**config.mk**
```make
export PLATFORM = sky130hd
export DESIGN_NAME = design_feeder
export DESIGN_NICKNAME = d
export VERILOG_FILES = /design/src/rtl/design_feeder.sv
export SDC_FILE = /design/constraint.sdc
export NUM_CORES = 1
export LEC_CHECK = 0
export BUFFER_PORTS_ARGS = -buffer_cell sky130_fd_sc_hd__buf_2
export CAP_MARGIN = 20
export CORE_MARGIN = 2
export CORE_UTILIZATION = 45
export DETAILED_ROUTE_END_ITERATION = 7
export GPL_ROUTABILITY_DRIVEN = 0
export PLACE_DENSITY_LB_ADDON = 0.1
export SLEW_MARGIN = 0
export SYNTH_ARGS = -nofsm -noshare
export SYNTH_HDL_FRONTEND = slang
export SYNTH_SLANG_ARGS = --single-unit
```
**constraint.sdc**
```tcl
create_clock -name clk -period 2.8 [get_ports clk]
set_input_delay 0.42 -clock clk [delete_from_list [all_inputs] [get_ports clk]]
set_output_delay 0.42 -clock clk [all_outputs]
set_load 0.005 [all_outputs]
```
**src/rtl/design_feeder.sv**
```systemverilog
// design_feeder
//   Buffered producer stage in front of the `design` block. Words arrive on a
//   valid/ready handshake and are held in a DEPTH-entry circular buffer. The
//   head word is presented as a strobe plus data, and `design`'s `o` returns
//   as the per-word acknowledge.
//
// Ports
//   clk          : single clock, rising edge
//   rst          : synchronous active-high reset
//   in_valid     : upstream word available
//   in_data      : upstream word
//   in_ready     : buffer can accept (registered)
//   out_valid    : head word presented (-> design.i0)
//   out_data     : head word, zero when out_valid=0 (-> design.i1)
//   out_ack      : head word consumed (<- design.o)
//   count        : current occupancy (registered)
//   almost_full  : count >= AF_LEVEL (registered)
//   err_spurious : sticky flag, out_ack seen while out_valid=0
module design_feeder #(
    parameter int unsigned WIDTH    = 32,
    parameter int unsigned DEPTH    = 4,
    parameter int unsigned AF_LEVEL = 3
) (
    input  logic                       clk,
    input  logic                       rst,
    input  logic                       in_valid,
    input  logic [WIDTH-1:0]           in_data,
    output logic                       in_ready,
    output logic                       out_valid,
    output logic [WIDTH-1:0]           out_data,
    input  logic                       out_ack,
    output logic [$clog2(DEPTH):0]     count,
    output logic                       almost_full,
    output logic                       err_spurious
);

    localparam int unsigned PW = $clog2(DEPTH);
    localparam int unsigned CW = PW + 1;

    localparam logic [CW-1:0] DEPTH_C = CW'(DEPTH);
    localparam logic [CW-1:0] AF_C    = CW'(AF_LEVEL);

    logic [WIDTH-1:0] mem [DEPTH];
    logic [PW-1:0]    wr_ptr;
    logic [PW-1:0]    rd_ptr;

    logic             push;
    logic             pop;
    logic [CW-1:0]    count_next;

    // Full/empty come from the occupancy counter only; pointer equality
    // is ambiguous between the two.
    assign out_valid = (count != '0);
    assign out_data  = out_valid ? mem[rd_ptr] : '0;

    // in_ready is a register, so a pop while full cannot admit a push in
    // the same cycle and out_ack has no combinational path to in_ready.
    assign push = in_valid && in_ready;
    assign pop  = out_valid && out_ack;

    always_comb begin
        count_next = count;
        case ({push, pop})
            2'b10:   count_next = count + CW'(1);
            2'b01:   count_next = count - CW'(1);
            default: count_next = count;
        endcase
    end

    always_ff @(posedge clk) begin
        if (rst) begin
            wr_ptr       <= '0;
            rd_ptr       <= '0;
            count        <= '0;
            in_ready     <= 1'b0;
            almost_full  <= 1'b0;
            err_spurious <= 1'b0;
        end else begin
            if (push) begin
                wr_ptr <= (wr_ptr == PW'(DEPTH - 1)) ? '0 : wr_ptr + PW'(1);
            end
            if (pop) begin
                rd_ptr <= (rd_ptr == PW'(DEPTH - 1)) ? '0 : rd_ptr + PW'(1);
            end
            count       <= count_next;
            in_ready    <= (count_next < DEPTH_C);
            almost_full <= (count_next >= AF_C);
            if (out_ack && !out_valid) begin
                err_spurious <= 1'b1;
            end
        end
    end

    // Storage is not reset; stale entries are unreachable once count is 0.
    always_ff @(posedge clk) begin
        if (push) begin
            mem[wr_ptr] <= in_data;
        end
    end

endmodule

```
# Yosys cells after proc, flatten, opt, wreduce, memory -nomap -nowiden
# Memories as Yosys holds them, arrays and structs flattened. A register that Yosys moved wholly into a read port is not among the register bits.
# Index checks and enable logic that the tools add are counted.
# totals
mem_bits_rw	128
output_inout_bits	39
inputBits	36
regBits	10
mem_count	1
# memory_table
name	words	word_bits	rd	rd_clocked_by_memory_dff	write_ports	line	text
mem	4	32	1	1	1	43	logic [WIDTH-1:0] mem [DEPTH];
# op_classes
mux	8
n_reduce_logical	5
add_sub_neg	4
order_cmp	2
n_eq_ne	4
# op_table
cell	n
$mux W32	1
$mux W2	4
$eq A2 B2 Y1 const B	3
$pmux W3 S2	1
$add A2 B1 Y2 const B	2
$add A3 B1 Y3 const B	1
$ge A3 B2 Y1 const B	1
$logic_and A1 B1 Y1	3
$lt A3 B3 Y1 const B	1
$reduce_bool A3 Y1	1
$sub A3 B1 Y3 const B	1
$eq A2 B1 Y1 const B	1
$mux W1	2
$logic_not A1 Y1	1

# Depth between registers and ports, before layout
# logic_depth
word_depth	5
mapped_depth	7
ltp_nobuf	7

# Least setup slack after synthesis
# No wires, ideal clock.
# synth_timing
path_type	reg2reg
startpoint	register count[2]
endpoint	register in_ready
path_buffers	0
arrival_ps	2038
setup_ps	116
path_stages_with_launch	8
t_required_ps	2684
setup_slack_ps	647
cell_sequence	dfxtp_1 > o31ai_2 > inv_1 > ha_1 > fa_1 > xnor2_1 > or3_1 > and3b_1
# synth_via
elab_chain_len	5
word_cells_on_any_way	8
classes_between	add/sub (2); order compare (1); eq/ne (2); mux (1); reduce/logical (2)
# synth_lines
element	line	text
from (decl)	32	output logic [$clog2(DEPTH):0] count,
from (signal assigned)	85	count <= count_next;
$reduce_bool A3 Y1 *	53	assign out_valid = (count != '0);
$logic_and A1 B1 Y1 *	59	assign pop = out_valid && out_ack;
via pop	48	logic pop;
$eq A2 B1 Y1 / $eq A2 B2 Y1 (equally long branches)	63	case ({push, pop})
$pmux W3 S2 *	63	
$lt A3 B3 Y1 *	86	in_ready <= (count_next < DEPTH_C);
to (signal assigned)	86	
to (decl)	28	output logic in_ready,
# Mark *: on every way through the listed nets, which the timed path passes. The rest lies on a longest branch.
# A chain may end at the register's enable or synchronous reset.

==> flow_summary.ini <==
[cts]
cts_tree = built
cts_htree_levels = 4
clk_pin_slew_ns = 0.05
cts.sinks = 140
cts_root_buffer = clkbuf_16
clk_path_buf_depth = 2
post_cts_resized = 0
cts_hold_buf = 0
clkLatencyLatePin_ns = 0.41
postCtsSetupRepairBufs = 0
cts_buffers = 17

[yosys]
syn_inst = 260
synthAdderAreaFrac = 0.0173
ys_warn_count = 0
synth.distinct_cells = 29
synthTopCellsByArea = edfxtp_1 70%, mux4_2 12%, dfxtp_1 4.4%, nor2b_1 2.8%, nor2b_4 1.8%
yosys.area_share.simple = 0.0665
postSynthAreaPerCell_um2 = 21.1
yosysTopAreaCell = edfxtp_1
synthXorXnorAreaFrac = 0.00319
synth_edf_count = 128
syn_area_um2 = 5500
synth.top_cells.by_count = 128 x edfxtp_1, 30 x mux4_2, 25 x nor2b_1
synth_ff_type = edfxtp_1
synth_seq_cells = 140
synthesis.nets = 303
synth_compound_area_frac = 0.0102
yosys.cell_count.top_type = edfxtp_1
ys_async_sr_fraction = 0
synth_top_family_by_area = multiplexers
yosysSeqAreaShare = 0.743
synth_top_area_share = 0.699
synth.area.mux_share = 0.138

[floorplanning]
rows = 40
die_h_um = 115
start_util = 0.459
design.die.area_um2 = 13100
boundaryPins = 75
die_w_um = 115
core_um2 = 12000

[flow_run]
cap_violations = 0

[routing]
wl_met3_um = 436
drtAntennaViolNets = 0
vias_per_cell = 5.09
drtIter0Drc = 106
top_layer = met4
drc = 0
routed_wl_mm = 9.40
m1WireLength_mm = 3.92
route.met2.wl_mm = 4.92
wire_per_inst_um = 18.4
drtPass1Iterations = 4
vias = 2599

[setup_path]
crit_family = multiplexers
crit_arrival_ns = 1.95
worst-path-buf-inv = 2
end_kind = output pin
critPathRequiredTime_ns = 2.38
worstReg2RegEnd = in_ready
max_stage_delay_ns = 0.56
regToRegSetupSlack_ns = 0.51
path_depth = 4
startpoint_type = flip-flop
crit_chain = buf_4, mux4_2, nor2b_1, buf_2
endpoint = out_data[15]
critical_path.max_fanout = 21
cpMaxStageDelayCell = mux4_2
r2r-start = count[2]
reg2reg_depth = 7
critPathKind = reg2out

[power_and_ir_drop]
p_leak_nw = 2.39
power_density_nw_per_um2 = 949
vdd_drop_max_mv = 0.595

[sta]
relSlewSlack = 0.645
tns_ns = 0
fmax_mhz = 421
rsz0062_at_grt = no
worst_pin_slew_ns = 0.532
setup_viol = 0
fin_skew_ns = 0.00663
period_share = 0.848
drv_slew = 0
layout_min_cycle_time_ns = 2.37
hold_viol = 0

[cells_and_area]
stdcell_count = 511
drive_gt1_frac = 0.431
area_growth_syn_to_layout_pct = 20.6
fillers = 941
fin_nets = 394
diodes = 0

[status]
status = finished, final reports clean

[placed_design]
io_buffers = 74
placed_cells = 479
dp_hpwl_mm = 5.59

[global_route]
grt_pass1_wl_mm = 14.7
antenna_found_initial = 0
grt_max_degree = 33
grt_overflow = 0
grt_use_total = 0.158
first_global_vias = 2774

[worst_hold_path]
hold_class = in2reg
hold_depth = 1
-- layout make-up --
cell class / count / area (um^2) / share of cell area
Clock buffer: 27 / 544 / 0.0821
Clock inverter: 5 / 51.3 / 0.00774
Inverter: 4 / 15.0 / 0.00227
Multi-Input combinational cell: 105 / 1300 / 0.196
Sequential cell: 140 / 4090 / 0.616
Tap cell: 147 / 184 / 0.0277
Timing Repair Buffer: 83 / 450 / 0.0680
-- per-stage QoR --
stage                     cell area, um^2  power (W)  worst slack, ns  hold WS (ns)   util
after CTS                            6630    0.00641            0.348         0.204  0.554
final                                6630    0.00629            0.425         0.223  0.554
after detailed placement             6030    0.00421            0.502         0.457  0.504
after floorplan                      5500    0.00370            0.647         0.460      -
after global placement               6030    0.00419            0.549         0.444  0.504
after global routing                 6630    0.00663            0.285         0.206  0.554
-- per-layer routing --
| layer | vias up | track usage |
|---|---|---|
| met5 | - | 0 |
| met4 | 0 | 0.0707 |
| met3 | 9 | 0.0598 |
| met2 | 55 | 0.265 |
| met1 | 1310 | 0.180 |
| li1 | 1225 | - |
-- worst reg2reg max path: cells and delay by family, from the launching register on --
kind / cells / cell delay [ns]
fa+ha+maj: 2 / 0.60
simple gates: 2 / 0.55
compound gates: 1 / 0.40
flops: 1 / 0.38
xor+xnor: 1 / 0.16
buf+inv: 1 / 0.09
-- report_power, final --
| group | switching [W] | internal (W) | total, W |
|---|---|---|---|
| Sequential | 0.0000901 | 0.00244 | 0.00253 |
| Clock | 0.000766 | 0.00141 | 0.00218 |
| Combinational | 0.000766 | 0.000810 | 0.00158 |
| Total | 0.00162 | 0.00467 | 0.00629 |
-- placed cells by master, fill, tap and decap left out, types with 2 or more instances in the layout --
master,synthesis,final
a21oi_1,5,5
nand2_1,4,4
nor2b_1,25,25
ha_1,6,6
and3_2,0,4
inv_1,4,4
mux2i_1,3,3
nor2_1,6,6
mux4_1,2,2
clkbuf_16,0,18
buf_2,5,74
dfxtp_2,0,2
clkinv_2,0,3
nor2b_4,7,7
or3_1,2,2
edfxtp_1,128,128
clkbuf_1,2,3
mux4_2,30,30
buf_4,0,8
clkbuf_8,0,6
dfxtp_1,12,10
-- how the worst min path moves through the flow --
stage | slack, ns | to | start
finish | 0.22 | mem[0][31] | in_data[31]
floorplan | 0.46 | err_spurious | err_spurious
global placement | 0.44 | err_spurious | err_spurious
global route | 0.21 | mem[2][0] | in_data[0]
CTS | 0.20 | mem[3][30] | in_data[30]
detailed placement | 0.46 | err_spurious | err_spurious
-- state kept, by name (all words and copies together) (netlist names), named ones only --
signal and count:
almost_full 1, rd_ptr 2, mem 128, count 3, wr_ptr 2, err_spurious 1
in_ready 1
-- kinds of logic (layout without fill, tap and decap cells) --
kind of cell,count (synthesis),in the layout
xor+xnor,2,2
compound gates,9,9
fa+ha+maj,7,7
simple gates,52,52
flops,140,140
mux,35,35
buf+inv,15,119
(Power assumes the default switching activity.)
